## src/rtl/ga_pkg.sv

```systemverilog
// Shared types and constants for the GA parent-selection datapath.
package ga_pkg;

  typedef logic signed [7:0] indiv_t;

  // Default-width fitness; the selector itself is parameterised on FIT_W.
  typedef logic [15:0] fitness_t;

  // Fibonacci taps 16,14,13,11 expressed as bit positions 15,13,12,10.
  localparam logic [15:0] LFSR_TAPS = 16'hB400;

  typedef enum logic [2:0] {
    StIdle,
    StPick1,
    StPick2,
    StEmit,
    StDone
  } sel_state_e;

endpackage

```

## src/rtl/ga_lfsr16.sv

```systemverilog
// 16-bit left-shifting Fibonacci LFSR; steps only when adv is high.
module ga_lfsr16
  import ga_pkg::*;
(
  input  logic        clk,
  input  logic        rst_n,
  input  logic        adv,
  input  logic [15:0] seed,
  output logic [15:0] q
);

  logic [15:0] q_d;

  always_comb begin
    q_d = q;
    if (adv) begin
      q_d = {q[14:0], ^(q & LFSR_TAPS)};
    end
  end

  always_ff @(posedge clk) begin
    if (!rst_n) begin
      q <= seed;
    end else begin
      q <= q_d;
    end
  end

endmodule

```

## src/rtl/ga_tournament_select.sv

```systemverilog
// Tournament parent selector: buffers a population and emits LFSR-driven parent pairs.
// Optional feature macro: GA_ELITE_EN adds elite / elite_fitness tracking of loaded individuals.
module ga_tournament_select
  import ga_pkg::*;
#(
  parameter int unsigned POP_SIZE  = 16,
  parameter int unsigned FIT_W     = 16,
  parameter int unsigned N_PAIRS   = POP_SIZE / 2,
  parameter logic [15:0] LFSR_SEED = 16'hACE1
) (
  input  logic                    clk,
  input  logic                    rst_n,
  input  logic                    load_valid,
  input  logic signed [7:0]       load_data,
  input  logic [FIT_W-1:0]        load_fitness,
  input  logic                    start,
  output logic                    pop_full,
  output logic                    busy,
  output logic signed [7:0]       parent1,
  output logic signed [7:0]       parent2,
  output logic                    pair_valid,
  output logic                    done
`ifdef GA_ELITE_EN
  ,
  output logic signed [7:0]       elite,
  output logic [FIT_W-1:0]        elite_fitness
`endif
);

  localparam int unsigned IDX_W = $clog2(POP_SIZE);
  localparam int unsigned CNT_W = $clog2(POP_SIZE + 1);
  localparam int unsigned PC_W  = $clog2(N_PAIRS + 1);
  localparam logic [CNT_W-1:0] POP_CNT   = CNT_W'(POP_SIZE);
  localparam logic [PC_W-1:0]  LAST_PAIR = PC_W'(N_PAIRS - 1);

  if (2 * IDX_W > 16) begin : g_bad_idx_w
    $error("POP_SIZE too large: two tournament indices must fit in the 16-bit LFSR");
  end
  if (LFSR_SEED == 16'h0000) begin : g_bad_seed
    $error("LFSR_SEED must be nonzero");
  end

  sel_state_e       state_q;
  logic [IDX_W-1:0] wr_ptr_q;
  logic [CNT_W-1:0] count_q;
  logic [PC_W-1:0]  pair_cnt_q;
  indiv_t           p1_q, p2_q, parent1_q, parent2_q;
  logic             pair_valid_q, done_q;

  indiv_t           mem_q [POP_SIZE];
  logic [FIT_W-1:0] fit_q [POP_SIZE];

  logic [15:0]      lfsr_q;
  logic             lfsr_adv;
  logic [IDX_W-1:0] idx_a, idx_b;
  indiv_t           winner;
  logic             load_acc;
  logic             unused_lfsr;

  assign load_acc = load_valid && (state_q == StIdle);
  assign lfsr_adv = (state_q == StPick1) || (state_q == StPick2);

  ga_lfsr16 u_lfsr (
    .clk   (clk),
    .rst_n (rst_n),
    .adv   (lfsr_adv),
    .seed  (LFSR_SEED),
    .q     (lfsr_q)
  );

  // Bits above the two index fields are only used for sequence length.
  assign unused_lfsr = ^lfsr_q;

  assign idx_a  = lfsr_q[IDX_W-1:0];
  assign idx_b  = lfsr_q[2*IDX_W-1:IDX_W];
  // Strict compare: ties (and idx_a == idx_b) keep idx_a.
  assign winner = (fit_q[idx_b] > fit_q[idx_a]) ? mem_q[idx_b] : mem_q[idx_a];

  // Population storage is deliberately not reset.
  always_ff @(posedge clk) begin
    if (load_acc) begin
      mem_q[wr_ptr_q] <= load_data;
      fit_q[wr_ptr_q] <= load_fitness;
    end
  end

  always_ff @(posedge clk) begin
    if (!rst_n) begin
      state_q      <= StIdle;
      wr_ptr_q     <= '0;
      count_q      <= '0;
      pair_cnt_q   <= '0;
      p1_q         <= '0;
      p2_q         <= '0;
      parent1_q    <= '0;
      parent2_q    <= '0;
      pair_valid_q <= 1'b0;
      done_q       <= 1'b0;
    end else begin
      pair_valid_q <= 1'b0;
      done_q       <= 1'b0;
      unique case (state_q)
        StIdle: begin
          if (load_valid) begin
            wr_ptr_q <= wr_ptr_q + IDX_W'(1);
            if (count_q != POP_CNT) begin
              count_q <= count_q + CNT_W'(1);
            end
          end
          if (start && pop_full) begin
            state_q <= StPick1;
          end
        end
        StPick1: begin
          p1_q    <= winner;
          state_q <= StPick2;
        end
        StPick2: begin
          p2_q    <= winner;
          state_q <= StEmit;
        end
        StEmit: begin
          parent1_q    <= p1_q;
          parent2_q    <= p2_q;
          pair_valid_q <= 1'b1;
          pair_cnt_q   <= pair_cnt_q + PC_W'(1);
          state_q      <= (pair_cnt_q == LAST_PAIR) ? StDone : StPick1;
        end
        StDone: begin
          done_q     <= 1'b1;
          pair_cnt_q <= '0;
          state_q    <= StIdle;
        end
        default: state_q <= StIdle;
      endcase
    end
  end

  assign pop_full   = (count_q == POP_CNT);
  assign busy       = (state_q == StPick1) || (state_q == StPick2) || (state_q == StEmit);
  assign parent1    = parent1_q;
  assign parent2    = parent2_q;
  assign pair_valid = pair_valid_q;
  assign done       = done_q;

`ifdef GA_ELITE_EN
  indiv_t           elite_q;
  logic [FIT_W-1:0] elite_fit_q;
  logic             elite_seen_q;

  always_ff @(posedge clk) begin
    if (!rst_n) begin
      elite_q      <= '0;
      elite_fit_q  <= '0;
      elite_seen_q <= 1'b0;
    end else if (load_acc && (!elite_seen_q || (load_fitness > elite_fit_q))) begin
      elite_q      <= load_data;
      elite_fit_q  <= load_fitness;
      elite_seen_q <= 1'b1;
    end
  end

  assign elite         = elite_q;
  assign elite_fitness = elite_fit_q;
`endif

endmodule

```

## config.mk

```make
export PLATFORM = sky130hd
export DESIGN_NAME = ga_tournament_select
export DESIGN_NICKNAME = d
export VERILOG_FILES = /design/src/rtl/ga_pkg.sv /design/src/rtl/ga_lfsr16.sv /design/src/rtl/ga_tournament_select.sv
export SDC_FILE = /design/constraint.sdc
export NUM_CORES = 1
export LEC_CHECK = 0
export ABC_AREA = 1
export CAP_MARGIN = 25
export CORE_ASPECT_RATIO = 0.7
export CORE_MARGIN = 2
export CORE_UTILIZATION = 40
export CTS_CLUSTER_SIZE = 12
export DETAILED_ROUTE_END_ITERATION = 6
export SLEW_MARGIN = 20
export SYNTH_ARGS = -nofsm -noshare
export SYNTH_HDL_FRONTEND = slang
export SYNTH_HIERARCHICAL = 1
export SYNTH_SLANG_ARGS = --single-unit
```

## constraint.sdc

```tcl
create_clock -name clk -period 7 [get_ports clk]
set_clock_uncertainty 0.1 [all_clocks]
set_input_delay 1.05 -clock clk [delete_from_list [all_inputs] [get_ports clk]]
set_output_delay 1.05 -clock clk [all_outputs]
set_load 0.02 [all_outputs]
```

==> implementation parameters <==
Parameter                              Value

Timing
  Fin. max-slew vios    0
  Final count of hold timing violations    0
  Unrepaired setup endpoints after global routing    no
  Maximum clock rate    223 MHz
  Relative slew slack    29.7%
  Portion of the clock cycle consumed by the worst path in the final layout    64.0%
  Setup violation total in the final timing report    0
  Clock period minus final worst setup slack    4480 ps
  Transition time of the tightest slew-check pin    1050 ps
  Total negative slack    0 ps

GRT
  Overall fraction of global-route tracks in use    22.1%
  Pin count of the biggest net entering global routing    222
  Initial antenna violation count    1
  Global route overflow    0
  First-pass GRT wire length    98.8 mm
  Number of global-route vias before repair    16,800

Clock network
  Buffers from clock root to sink, at most    3
  Hold bufs inserted after CTS    0
  Number of buffers added for setup after CTS    0
  TritonCTS clock tree    built
  Clock latency of the later-clocked register in the worst-skew pair    570 ps
  Quantity of gates resized following cts    0
  H-Tree Level Count    2
  CTS Buf Count    46
  Root Driver    clkbuf_16
  # clock sinks    450
  Clock slew seen by the registers of the worst setup and hold paths    60 ps

Power
  Net switching fraction of the power    29.1%
  Sequential share of power    45.9%
  Net switching power    1.92 mW
  Clock power frac    35.5%
  Max IR drop VDD    0.201 mV
  Combinational cell fraction of total power    18.6%
  Internal Power    4.67 mW
  Static power due to leakage    9.45 nW
  Overall power of the completed layout    6.58 mW
  Power per standard cell area    265 nW/um^2

Routing
  Number of nets with antenna violations after detailed routing    0
  Post-route DRC    0
  Total wirelength of the detailed-routed design    64.4 mm
  Routed wire length per instance    20.6 microns
  Number of DRC markers in iteration 0    1,758
  Routed via count divided by cell count    5.61
  Overall via count from detail_route    17,600
  Router iterations before antenna repair    6

Die
  Number of core rows    72
  Y dimension of the die    202 microns
  Initial core utilization    40.5%
  Die X-Extent    287 microns
  Total I/O pin count    48
  Core area    55,300 sq um
  Floorplan die area    57,900 sq um

Synthesis
  Top cell type by total area after synthesis    edfxtp_1
  FF+latch count, synth    450
  Post-synth EDFFs    400
  Gate count after technology mapping    2,373
  Synthesized area    22,400 sq um
  Predominant post-synthesis flop cell    edfxtp_1
  Sequential fraction of the synthesis area    58.1%
  Yosys warns    6
  Fraction of post-synthesis cell area in the top cell type by area    53.6%
  Average size of a mapped cell    9.44 sq um
  Number of distinct library cells after synthesis    37
  Synth top area cells    edfxtp_1, o21ai_0, nand2_1, inv_1, nand3_1
  Post-synth ARST share    0%

Run
  Number of max-cap violations    0

Place
  Gp weighted congestion    0.831
  Placed cells    3,046
  Placed wire-length estimate    35.3 mm
  PortBufs    47

Setup path
  Worst-path fanout max    173
  Crit path required time    7360 ps
  Signal arrival time at the worst endpoint    4840 ps
  Type of element launching the critical path    register
  Kind of critical path    reg2reg
  Type of destination of the critical path    register

Finish
  Post-route insts no fill    3,127
  Area Growth Syn to Fin    11.1%
  Fin nets    2,405
  End-of-flow core utilization    45.0%
  Fraction of final layout cells sized beyond drive strength 1    5.32%

Min path
  Path class of the lowest-slack min-delay path    reg2reg

Run status
  Run status    finished, final reports clean
[Yosys cell counts, drive strengths merged, types with 23 or more instances]
master / number
nand2: 365
inv: 286
ha: 23
dfxtp: 50
o221ai: 44
nor2: 145
clkbuf: 47
edfxtp: 400
o21ai: 345
buf: 119
nand3: 209
o211ai: 71
a21oi: 199
[layout by cell type (no fill, tap or decap), types with 2 or more instances in the layout]
cell	instances
buf_4	31
nor2_4	16
o21a_1	14
o21ai_0	320
nand4_1	3
clkbuf_16	49
conb_1	16
a21oi_1	199
nor3_2	2
clkdlybuf4s50_1	46
nand3_1	208
inv_1	283
nand2_1	365
nor3_1	4
ha_1	23
o22ai_1	7
or2_2	7
clkinv_2	4
o221ai_1	44
nor2_1	128
clkbuf_8	4
o21ai_1	25
inv_2	4
mux2i_1	21
clkinv_1	3
clkbuf_1	21
o211ai_1	71
buf_16	3
buf_12	4
edfxtp_1	400
dfxtp_1	50
[sequential cells by signal (all words and copies together), names as in the netlist]
name and count:
done 1, state_q 3, pair_valid 1, u_lfsr/q 16
pair_cnt_q 4, mem_q 128, fit_q 256, parent1 8
count_q 5, parent2 8, p2_q 8, wr_ptr_q 4
p1_q 8
[path summary, 6_finish.rpt]
check / depth (start not counted) / from / endpoint / slack, ps
worst max-delay path: 19 / u_lfsr/q[4] / p2_q[5] / 2520
worst max register to register: 19 / u_lfsr/q[4] / p2_q[5] / 2520
worst min-delay path: 2 / pair_cnt_q[3] / pair_cnt_q[3] / 360
worst min register to register: 2 / pair_cnt_q[3] / pair_cnt_q[3] / 360
[cell type report]
type                       instances  area (sq um)
antenna                            1          2.50
timing repair buffer              85           861
inverter                         288          1080
clock buffer                      74          1360
fill                            5146         30400
tap                              740           926
sequential                       450         13000
multi-input combinational       1483          7600
clock inverter                     6          26.3
[through the flow]
stage                     cell area [sq um]  hold slack, ps  worst slack (ps)
after global placement                23400             350              2770
after detailed placement              23500             358              2670
after floorplan                       22400             328              4050
after CTS                             24900             366              2650
after global routing                  24900             402              2090
final                                 24900             362              2520
[power groups by stage]
stage,logic [mW],clock network [mW],registers [mW]
floorplan,0.836,0,3.07
global placement,1.17,0,3.08
detailed placement,1.20,0,3.08
CTS,1.20,2.38,3.02
global route,1.35,2.49,3.03
finish,1.23,2.34,3.02
[logic make-up (layout without fill, tap and decap cells)]
group,Yosys count,count (layout),share of synthesized area (%)
AND/OR/NAND/NOR,737,737,13.8
AO/OA/AOI/OAI,685,685,17.1
buffers and inverters,454,453,8.72
flip-flops,450,450,58.1
adder cells (fa/ha/maj),23,23,1.29
multiplexers,21,21,0.939
other,2,17,0.0335
XOR/XNOR,1,1,0.0391
[critical path, stage by stage, from the launching register on]
cell	delay [ps]
edfxtp_1	360
buf_4	770
buf_12	640
a21oi_1	140
o21ai_0	140
o21ai_0	140
o221ai_1	190
o21ai_1	110
ha_1	310
nand2_1	50
nor2_1	130
nand2_1	70
nand2_1	50
nand2_1	40
nand2_1	310
nand2_1	300
nand2_1	150
nand3_1	80
nand2_1	100
inv_1	40
[layer usage]
metal  global-route usage (%)  routed length, microns  vias to the layer above
li1                         -                       -                     8208
met5                        0                       0                        -
met3                     4.13                    6130                      118
met1                     31.8                   28100                     8373
met2                     34.2                   28600                      857
met4                     6.47                    1510                        0
No activity file was read; power rests on OpenSTA's default activity.
==> patch: new RTL, same settings <==
Set the parameter `FIT_W` to 24 (it was 16).
--- a/src/rtl/ga_tournament_select.sv
+++ b/src/rtl/ga_tournament_select.sv
@@ -6,3 +6,3 @@
   parameter int unsigned POP_SIZE  = 16,
-  parameter int unsigned FIT_W     = 16,
+  parameter int unsigned FIT_W     = 24,
   parameter int unsigned N_PAIRS   = POP_SIZE / 2,
Interface: changed (resized load_fitness); port bits go from 48 to 56. No check against the original RTL was run, so the function may have changed too.
==> patch against the unedited design <==
Wire length is 35% higher. Power is 30% higher. Largest cell class unchanged. Setup slack worse by 0.20 ns. Sequential cell count increased by 128. Final area grew 27%. Area after synthesis increased by 29%. Sequential share of layout area grew 0.92 points.
==> patch: results (changes against the unedited design) <==
status -> complete, no violations
delay-heaviest family, CP -> simple AND/OR/NAND/NOR gates
Worst-Skew Late Latency -> 0.64 ns (+0.07 ns)
Post-Synth Adder-Cell Area -> 0.01347 (+0.0006223)
share of cells above drive strength 1 -> 0.05326 (about the same)
synth top area cells -> edfxtp_1 (55%), o21ai_0 (8.0%), a21oi_1 (4.9%)
Total Wirelength -> 86850 um (+35%)
critical path's slowest cell -> edfxtp_1
post-synth cell types -> 39 (+5.4%)
routed vias -> 22574 (+29%)
Post-Place Worst Slack -> 2.544 ns (-0.1235 ns)
post-synthesis xor/xnor area fraction -> 0 (-0.0003911)
initial DRC count -> 3023 (+72%)
Worst R2R Path Depth -> 15 (-4)
CP max FO -> 111 (-36%)
GP Congestion -> 0.8627 (+3.9%)
CTS buffer count -> 58 (+26%)
largest net degree at the start of global routing -> 219 (-1.4%)
Post-synth EDFFs -> 528 (+32%)
Leak -> 11.65 nW (+23%)
initial antenna violation count -> 3 (+2)
most common library cells after synthesis -> edfxtp_1 (528), o21ai_0 (458), nand2_1 (369)
largest stage delay on the critical path -> 0.99 ns (+0.22 ns)
Post-CTS Setup Bufs -> 0 (unchanged)
Seq/Total Area, Yosys -> 0.5855 (+0.004432)
Total GRT Usage -> 0.2287 (+0.007225)
global-route wire length before repair -> 130200 um (+32%)
worst reg2reg startpoint -> u_lfsr/q[0]
Slew @ Worst Pin -> 1.045 ns (-0.009128 ns)
VDD IR max -> 0.0001756 V (-13%)
mux contribution to synthesized area -> 0.008693 (-0.0006944)
-- patch: cell types whose count changed in the layout (fill, tap and decap cells not counted), sizes merged, moves of 8 or more --
cell and change:
o21ai +150, edfxtp +128, a21oi +80, or2 +17, nor2 +51, ha +8
clkbuf +9, buf +11, clkdlybuf4s50 +9, clkinv +11, o211ai +45, o221ai +24
inv +23
-- patch: path summary, 6_finish.rpt --
check	end	slack [ns]
max	p1_q[3]	2.32
min	pair_cnt_q[3]	0.37
max reg2reg	p1_q[3]	2.32
min reg2reg	pair_cnt_q[3]	0.37
-- patch: worst min-delay path: stages, from the launching register on --
cell	delay [ns]
dfxtp_1	0.31
nand2_1	0.06
a21oi_1	0.06
-- patch: routing by layer --
layer	GRT usage	routed length, um
met1	0.3312	37620
met2	0.3401	37220
met3	0.05259	9681
met4	0.07017	2313
met5	0	13
-- patch: cell type report --
cell class	count	area (um^2)
fillers	6625	39750
flip-flops and latches	578	16860
multi-input cells	1854	9699
clock buffers	83	1642
well taps	966	1209
inverters	312	1172
repair buffers	105	1013
clock inverters	16	65.06
diodes	2	5.005
-- patch: cell families after synthesis --
group / count (synthesis)
compound gates: 977
simple gates: 805
flops: 578
buf+inv: 531
fa+ha+maj: 31
mux: 25
other cells: 2
-- patch: power by group --
group | total, mW | internal [mW] | switching, mW | leakage (nW)
clock | 2.90 | 1.61 | 1.30 | 0.836
sequential | 3.90 | 3.86 | 0.0458 | 5.19
combinational | 1.77 | 0.514 | 1.25 | 5.62
total | 8.57 | 5.98 | 2.59 | 11.6
-- patch: per-stage QoR --
| stage | std cells | total power [mW] |
|---|---|---|
| finish | 3916 | 8.571 |
| global route | 3915 | 8.943 |
| CTS | 3912 | 8.581 |
| detailed placement | 3813 | 5.688 |
| global placement | 3813 | 5.650 |
| floorplan | 2963 | 5.160 |
